## config.mk

```make
export PLATFORM = sky130hd
export DESIGN_NAME = pipe_skid_stage
export DESIGN_NICKNAME = d
export VERILOG_FILES = /design/src/rtl/pipe_skid_stage.sv
export SDC_FILE = /design/constraint.sdc
export NUM_CORES = 1
export LEC_CHECK = 0
export BUFFER_PORTS_ARGS = -buffer_cell sky130_fd_sc_hd__buf_2
export CAP_MARGIN = 5
export CORE_UTILIZATION = 52
export DETAILED_ROUTE_END_ITERATION = 8
export GPL_ROUTABILITY_DRIVEN = 0
export GPL_TIMING_DRIVEN = 0
export PLACE_DENSITY_LB_ADDON = 0.12
export SYNTH_ARGS = -nofsm -noshare
export SYNTH_HDL_FRONTEND = slang
export SYNTH_SLANG_ARGS = --single-unit
```

## constraint.sdc

```tcl
create_clock -name clk -period 2.13 [get_ports clk]
set_input_delay 0.1065 -clock clk [delete_from_list [all_inputs] [get_ports clk]]
set_output_delay 0.1065 -clock clk [all_outputs]
set_load 0.01 [all_outputs]
```

## src/rtl/pipe_skid_stage.sv

```systemverilog
// Two-entry skid buffer between pipeline stages. It has a registered in_ready and
// flush squash, plus an independently loaded side field for condition codes.
module pipe_skid_stage #(
  parameter int DATA_W = 128,
  parameter int SIDE_W = 3
) (
  input  logic              clk,
  input  logic              reset,
  input  logic              in_valid,
  output logic              in_ready,
  input  logic [DATA_W-1:0] in_data,
  output logic              out_valid,
  input  logic              out_ready,
  output logic [DATA_W-1:0] out_data,
  input  logic              side_load,
  input  logic [SIDE_W-1:0] side_in,
  output logic [SIDE_W-1:0] side_out,
  input  logic              flush,
  output logic [1:0]        occupancy,
  output logic [1:0]        state_dbg
);

  // Handshake: a beat transfers on a rising edge where valid && ready are both high.
  // A source holds valid and data until that edge. in_ready never looks at out_ready.

  typedef enum logic [1:0] {
    ST_EMPTY = 2'd0,
    ST_HALF  = 2'd1,
    ST_FULL  = 2'd2
  } state_e;

  state_e              state_q, state_d;
  logic [DATA_W-1:0]   head_q, head_d;
  logic [DATA_W-1:0]   skid_q, skid_d;
  logic [SIDE_W-1:0]   side_q, side_d;
  logic                in_ready_q;
  logic [1:0]          occ_q;
  logic                head_vld;
  logic                accept;
  logic                consume;

  assign head_vld = (state_q != ST_EMPTY);
  assign accept   = in_valid && in_ready_q;
  assign consume  = head_vld && out_ready;

  // State register
  always_ff @(posedge clk) begin
    if (reset) begin
      state_q    <= ST_EMPTY;
      in_ready_q <= 1'b1;
      occ_q      <= 2'd0;
    end else begin
      state_q    <= state_d;
      in_ready_q <= (state_d != ST_FULL);
      occ_q      <= state_d;
    end
  end

  // Next-state and datapath select
  always_comb begin
    state_d = state_q;
    head_d  = head_q;
    skid_d  = skid_q;
    if (flush) begin
      // Any same-cycle accept is squashed; a consume still counts as delivered.
      state_d = ST_EMPTY;
    end else begin
      unique case (state_q)
        ST_EMPTY: begin
          if (accept) begin
            head_d  = in_data;
            state_d = ST_HALF;
          end
        end
        ST_HALF: begin
          if (accept && consume) begin
            head_d  = in_data;
          end else if (accept) begin
            skid_d  = in_data;
            state_d = ST_FULL;
          end else if (consume) begin
            state_d = ST_EMPTY;
          end
        end
        ST_FULL: begin
          if (consume) begin
            head_d  = skid_q;
            state_d = ST_HALF;
          end
        end
        default: state_d = ST_EMPTY;
      endcase
    end
  end

  // Side field loads whenever asked, regardless of handshake or flush.
  always_comb begin
    side_d = side_q;
    if (side_load) side_d = side_in;
  end

  // Data registers keep their contents when their entry goes invalid.
  always_ff @(posedge clk) begin
    if (reset) begin
      head_q <= '0;
      skid_q <= '0;
      side_q <= '0;
    end else begin
      head_q <= head_d;
      skid_q <= skid_d;
      side_q <= side_d;
    end
  end

  // Outputs
  always_comb begin
    out_valid = head_vld;
    out_data  = head_q;
    in_ready  = in_ready_q;
    occupancy = occ_q;
    side_out  = side_q;
    state_dbg = state_q;
  end

`ifndef SYNTHESIS
  a_no_ready_when_full: assert property (@(posedge clk) disable iff (reset)
    !(in_ready && occupancy == 2'd2));
  a_legal_state: assert property (@(posedge clk) disable iff (reset)
    state_q != 2'd3);
`endif

endmodule

```

; ---- Word level (Yosys, flattened, before mapping)
; Cells that the tools add are included.
[totals]
register_bits = 262
latch_bits = 0
ramBits = 0
mem_bits_ro = 0
in_bits = 137
output_inout_bits = 137
mem_count = 0
[op_classes]
n_addsub = 0
mul = 0
n_div = 0
order_cmp = 0
eq_ne = 6
shifts = 0
n_mux = 11
bitwise_logic = 2
reduce_logical = 8
[ops]
columns = operator, n
row1 = $mux 128, 3
row2 = $pmux 128 s3, 1
row3 = $mux 2, 6
row4 = $ne 2x2->1 const B, 4
row5 = $pmux 2 s3, 1
row6 = $reduce_and 5->1, 1
row7 = $reduce_and 4->1, 1
row8 = $logic_and 1x1->1, 3
row9 = $reduce_bool 3->1, 1
row10 = $eq 2x1->1 const B, 1
row11 = $eq 2x2->1 const B, 1
row12 = $logic_not 2->1, 1
row13 = $not 1->1, 2
row14 = $reduce_bool 2->1, 1

; ---- Depth between registers and ports, before layout
; Gate-level depths: netlist of run 1.
[logic_depth]
word_depth = 8
mapped_depth = 7
depth_no_buf = 4

; ---- Least setup slack after synthesis of run 1
; No wires, ideal clock.
[synth_timing]
path_kind = register to register
start = register, netlist name occupancy[1]
end = register skid_q[47]
arrival_time_ns = 1.422
required_ns = 1.998
path_slack_ns = 0.575
path_stages_with_launch = 7
path_buffers = 2
path_cell_list = dfxtp_1 nand3b_4 or3_1 clkbuf_1 clkbuf_1 nand2_1 a21oi_1
[synth_rtl]
columns = item, line
row1 = "end signal, assigned", 110  ; skid_q <= skid_d;
row2 = "end, declared", 34  ; logic [DATA_W-1:0] skid_q, skid_d;

==> results of run 1 <==
## Yosys cell counts
master      n  area share
a211oi_1  124       0.091
o22ai_1     1     0.00061
nand2b_1    3      0.0018
clkbuf_1   35       0.013
nand2_1   257       0.094
or2_2       1     0.00061
buf_4      10      0.0073
o32ai_4     1      0.0027
dfxtp_1   262        0.51
buf_1       2     0.00073
a21boi_0    1     0.00073
a211oi_2    4      0.0049
nor4_1      1     0.00061
nor3_1      1     0.00049
o21a_1      1     0.00073
or3_1       1     0.00061
nor2b_1     1     0.00061
mux2i_1   132        0.13
nor3b_1     1     0.00073
nor2_1    131       0.048
nand3b_4    1      0.0020
buf_2      55       0.027
inv_1       2     0.00073
a21oi_1   128       0.062
## metrics by stage
step	instance area, sq um	setup slack (ns)	TNS [ns]	util
after floorplan	10270	0.5754	0	-
after global placement	11960	0.03841	0	0.6165
after detailed placement	11960	-0.004869	-0.004869	0.6165
after CTS	14160	0.05477	0	0.7299
after global routing	14160	0.02663	0	0.7299
final	14160	0.1632	0	0.7299
## critical path, delay by kind of cell, from the launching register on
kind / cells / cell delay, ns
buffers and inverters: 3 / 0.75
DFF: 1 / 0.49
muxes: 1 / 0.34
and+or+nand+nor: 1 / 0.15
AOI/OAI and AO/OA: 1 / 0.11
## layout by cell type (no fill, tap or decap), types with 2 or more instances in the layout
cell type / synthesis / final
a211oi_2: 4 / 4
clkbuf_2: 0 / 2
clkinv_2: 0 / 5
nor2_1: 131 / 131
clkbuf_16: 0 / 27
nand2b_1: 3 / 3
inv_1: 2 / 2
clkbuf_1: 35 / 41
buf_1: 2 / 2
buf_2: 55 / 327
nand2_1: 257 / 257
buf_4: 10 / 10
a21oi_1: 128 / 128
dfxtp_1: 262 / 262
mux2i_1: 132 / 132
clkbuf_8: 0 / 7
a211oi_1: 124 / 124
dlygate4sd3_1: 0 / 137
## power breakdown
part           leakage, nW  total (mW)  switching (mW)  internal (mW)
Sequential            2.14        5.21           0.110           5.10
Clock                0.412        4.41            1.85           2.56
Combinational         4.08        1.32           0.700          0.619
Total                 6.63        10.9            2.66           8.29
## logic make-up (layout without fill, tap and decap cells)
family	count (synthesis)	in the layout	share of synthesized area
multiplexers	132	132	0.1287
AND/OR/NAND/NOR	398	398	0.1493
buffers and inverters	104	560	0.04839
AO/OA/AOI/OAI	260	260	0.1627
flip-flops	262	262	0.5109
## cell type report
class	instances	area share
clock buffers	42	0.05664
clock inverters	5	0.001767
well taps	265	0.02342
inverters	2	0.0005302
plain buffers	102	0.03473
repair buffers	409	0.1930
flip-flops and latches	262	0.3704
multi-input cells	790	0.3195
## what timing repair did
action | 4_1_cts | 5_1_grt
hold endpoints to repair | 250 | 0
hold buffers | 137 | 0
setup endpoints to repair | 6 | 81
gates resized for setup | 1 | 2
pin swaps | 0 | 0
buffers inserted | 0 | 0
## registers in the layout, summed over array words and instances (netlist names)
name	cells
in_ready	1
side_out	3
occupancy	2
skid_q	128
out_data	128
## metal layers
metal  vias up  routed length [um]  part of all wire  GRT usage
met3        45                1841             0.062    0.05081
li1       4826                   -                 -          -
met5         -                   0                 0          0
met2       293               14690              0.49     0.5116
met1      4610               12570              0.42     0.3480
met4         0                 660             0.022    0.07527
## worst max-delay path by stage
stage | slack (ns) | depth (start not counted) | start | end
2_1_floorplan | 0.58 | 6 | occupancy[1] | skid_q[47]
3_3_place_gp | 0.04 | 6 | occupancy[1] | skid_q[54]
3_5_place_dp | -0.005 | 6 | occupancy[1] | skid_q[47]
4_1_cts | 0.05 | 6 | occupancy[1] | skid_q[22]
5_1_grt | 0.03 | 6 | occupancy[1] | skid_q[49]
6_report | 0.16 | 6 | occupancy[0] | out_data[36]
==> out/summary.txt, run 1 <==
Worst r2r src = occupancy[0]
Via density = 5.207
Synth unique cells = 24
Port Buffers = 272
Layout Nets = 1730
Post-synthesis cell area = 10270 sq um
Fin Clk Skew = 0.01223 ns
Hold Path Stages = 5
DIE AREA = 20310 sq um
Layout cells sized above 1 = 0.2388
Worst hold path endpoint = occupancy[0]
1st-iter DRT viols = 483
CP dominant cell by count = buf_2
H-tree depth = 1
Total congestion overflow = 0
Critical Path Start Type = flop
P_leak = 6.631 nW
Final hold vios = 0
Placed Cells = 1693
Synth-to-Final Area Change = 37.93%
Total track usage = 0.2845
IO Pins = 274
Period utilization = 0.9234
WL final = 29760 um
Clk slew on worst S/H paths = 0.06 ns
Seq cells post-synth = 262
ANT cells = 0
Mapped Cells = 1156
CP endpoint kind = flop
Worst Path Max Fanout = 10
PD cells = 773.1 nW/um^2
Die H = 142.5 um
Reg2Reg Setup Slack = 0.16 ns
Area occupied by multi-input gates = 4524 sq um
Routed Antenna Nets = 0
Seq/Total Area, Yosys = 0.5109
1st-pass router iterations = 5
Yosys warnings = 0
HP Class = in -> reg
CTS Buf Count = 26
Via count = 9774
FILL cells = 1543
Clk Latency, worst-skew pair = 0.52 ns
Synthesized area per cell = 8.881 sq um
Slowest CP cell = dfxtp_1
CTS max path bufs = 3
Worst R2R Path Depth = 6
Final Max Slew Viols = 0
Initial antenna violation count = 0
Core ar. = 19400 sq um
Clock Tree Root = clkbuf_16
Max_cap viols = 0
Crit-path cells = nand2b_1 -> buf_2 -> buf_4 -> buf_2 -> mux2i_1 -> a211oi_2
Total power = 10.95 mW
Worst vdd ir = 0.6323 mV
Post-synthesis net count = 1293
Rel. slew slack = 0.4376
Crit path kind = reg -> reg
Hold WS = 0.1970 ns
Register area = 5245 sq um
Req. time, crit path = 2.51 ns
Crit path DAT = 2.34 ns
Status = complete, no violations
RSZ-0062 raised after global routing = no
Clock Sinks = 262
TritonCTS clock tree = built
Initial core utilization = 0.5292
WL/cell = 15.86 um
# setup viols final = 0
Hpwl dp = 18990 um
Row Count = 51
Crit-path max cell delay = 0.49 ns
DRC Markers = 0
Largest net degree at the start of global routing = 14
Measured slew at the worst slew-check pin = 0.8436 ns
Min Tclk post-route = 1.967 ns
Vias in the first global route = 9221
FF-to-FF End = out_data[36]
Die width = 142.5 um
Hold Crit Start = in_valid
First-pass GRT wire length = 46150 um
Finished Layout Cells = 1877
Fmax = 0.5085 GHz
Power figures use the tool's default switching activity.
==> inputs of run 2 (changes only) <==
- ABC_AREA: default -> 1
- CORE_UTILIZATION: 52 -> 54
==> run 2 against run 1 <==
Routed wire length up 21%. Critical path depth up 1. Fmax up 0.63%. Critical endpoint is now occupancy[0]. Non-clock buffer count up 30. Register-to-register slack about the same. Cell count up 37%. Largest power group unchanged. Worst hold slack worse by 0.11 ns. Sequential cell count unchanged. Power up 9.0%. Setup slack better by 0.012 ns. Synthesized cell count up 58%.
==> out/summary.txt, run 2 <==
1st-iter DRT viols = 808 (+67%)
P_leak = 8.041 nW (+21%)
Total power = 11.93 mW (+9.0%)
1st-pass router iterations = 5 (unchanged)
Placed Cells = 2380 (+41%)
DIE AREA = 22280 sq um (+9.7%)
Total track usage = 0.3173 (+0.03278)
Total congestion overflow = 0 (unchanged)
Mapped Cells = 1832 (+58%)
Worst vdd ir = 0.5336 mV (-16%)
Finished Layout Cells = 2576 (+37%)
Post-synth EDFFs = 0 (unchanged)
Via density = 4.993 (-4.1%)
Crit-path cells = inv_2 -> nand2_2 -> nand3_1 -> nand2_1 -> dlygate4sd3_1 -> nor3_1 -> dlygate4sd3_1
Crit path DAT = 2.38 ns (+0.04 ns)
Row Count = 53 (+3.9%)
Clock Tree Root = clkbuf_16
Fmax = 0.5116 GHz (+0.63%)
Die width = 149.3 um (+4.7%)
Synth area leader = dfxtp_1
Hold WS = 0.08998 ns (-0.1070 ns)
CP dominant cell by count = dlygate4sd3_1
Status = complete, no violations
Fin Clk Skew = 0.01371 ns (+0.001481 ns)
Crit-path max cell delay = 0.57 ns (+0.08 ns)
Core ar. = 21150 sq um (+9.0%)
Clk slew on worst S/H paths = 0.06 ns (about the same)
Measured slew at the worst slew-check pin = 0.9309 ns (+0.08723 ns)
DP Area = 13420 sq um (+12%)
Post-Route Utilization = 0.7476 (+0.01768)
Commonest non-fill, non-tap cells in the layout = nand2_1, buf_2, nor2_1
Routed Antenna Nets = 0 (unchanged)
Port Buffers = 273 (+0.37%)
CTS Buf Count = 28 (+7.7%)
Area share of the largest cell type after synthesis = 0.4479 (-0.06300)
Slowest CP cell = dlygate4sd3_1
Seq/Total Area, Yosys = 0.4479 (-0.06300)
Via count = 12860 (+32%)
WL final = 36030 um (+21%)
Rel. slew slack = 0.3794 (-0.05816)
Req. time, crit path = 2.56 ns (+0.05 ns)
Initial antenna violation count = 4 (+4)
DRC Markers = 0 (unchanged)
PD cells = 754.3 nW/um^2 (-2.4%)
Setup tns final = 0 ns (unchanged)
Layout Nets = 2412 (+39%)
Critical Path Start Type = flop
Ys flop type = dfxtp_1
Clock Sinks = 262 (unchanged)
Post-Place Worst Slack = 0.3327 ns (+0.3376 ns)
Synth unique cells = 19 (-21%)
Largest net degree at the start of global routing = 14 (unchanged)
Initial core utilization = 0.5536 (+0.02434)
Period utilization = 0.9176 (-0.005739)
Min Tclk post-route = 1.955 ns (-0.01222 ns)
Post-synthesis cell area = 11710 sq um (+14%)
Post-synthesis net count = 1969 (+52%)
Area occupied by multi-input gates = 5250 sq um (+16%)
Synth area leaders = dfxtp_1, nand2_1, nor2_1
Post-CTS setup repair buffer count = 0 (unchanged)
Vias in the first global route = 11970 (+30%)
Final Cell Area = 15820 sq um (+12%)
Register area = 5248 sq um (about the same)
HP Class = in -> reg
Reg2Reg Setup Slack = 0.18 ns (about the same)
Final hold vios = 0 (unchanged)
CTS max path bufs = 3 (unchanged)
WL/cell = 13.99 um (-12%)
Clk Latency, worst-skew pair = 0.54 ns (+0.02 ns)
Count leader, synth = nand2_1
Hpwl dp = 22550 um (+19%)
Synth-to-Final Area Change = 35.06%
Setup ws final = 0.1755 ns (+0.01222 ns)
H-tree depth = 1 (unchanged)
Post-synth top cells = nand2_1, nor2_1, dfxtp_1
TritonCTS clock tree = built
Max_cap viols = 0 (unchanged)
# setup viols final = 0 (unchanged)
IO Pins = 274 (unchanged)
Seq cells post-synth = 262 (unchanged)
Final Max Slew Viols = 0 (unchanged)
Commonest non-fill, non-tap cell in the layout = nand2_1
CP endpoint kind = flop
Yosys warnings = 0 (unchanged)
FILL cells = 1672 (+8.4%)
Crit path kind = reg -> reg
First-pass GRT wire length = 57310 um (+24%)
Share of flip-flops with an asynchronous set or reset = 0 (unchanged)
Synthesized area per cell = 6.392 sq um (-28%)
Worst Path Max Fanout = 5 (-5)
Layout cells sized above 1 = 0.1855 (-0.05337)
Die H = 149.3 um (+4.7%)
RSZ-0062 raised after global routing = no
run 2: final cells by class:
| cell class | count | area share |
|---|---|---|
| Sequential cell | 262 | 0.3318 |
| Inverter | 135 | 0.03204 |
| Antenna cell | 4 | 0.0006329 |
| Multi-Input combinational cell | 1307 | 0.3320 |
| Tap cell | 275 | 0.02176 |
| Clock inverter | 11 | 0.008861 |
| Timing Repair Buffer | 413 | 0.1750 |
| Buffer | 128 | 0.04478 |
| Clock buffer | 41 | 0.05316 |
run 2: where the power goes:
| group | switching (mW) | total (mW) | internal [mW] |
|---|---|---|---|
| Sequential | 0.110 | 5.21 | 5.10 |
| Clock | 2.04 | 5.14 | 3.09 |
| Combinational | 0.894 | 1.58 | 0.682 |
run 2: repair_timing:
action	4_1_cts	5_1_grt
hold buffers	140	0
endpoints found under the setup margin	0	1
hold endpoints to repair	260	0
gates resized for setup	0	2
run 2: kinds of logic (layout without fill, tap and decap cells):
kind of cell | Yosys count | in the layout | share of synthesized area
other | 0 | 4 | 0
flip-flops | 262 | 262 | 0.4479
AO/OA/AOI/OAI | 134 | 134 | 0.05781
buffers and inverters | 263 | 728 | 0.1037
AND/OR/NAND/NOR | 1173 | 1173 | 0.3905
run 2: worst max-delay path: cells and delay by family (launching register included):
| family | cells | cell delay [ns] |
|---|---|---|
| buffers and inverters | 3 | 1.20 |
| and+or+nand+nor | 4 | 0.26 |
| DFF | 1 | 0.38 |
run 2: worst paths after layout:
path         depth (start not counted)          from      endpoint
min reg2reg                          2    skid_q[58]    skid_q[58]
min                                  5     out_ready     skid_q[3]
max reg2reg                          7  occupancy[1]  occupancy[0]
max                                  7  occupancy[1]  occupancy[0]
run 2: layer usage:
layer	global-route usage	vias to the layer above	share of wire
li1	-	6450	-
met1	0.3937	5814	0.42
met2	0.5374	496	0.48
met3	0.05107	103	0.067
met4	0.1474	0	0.040
met5	0	-	0
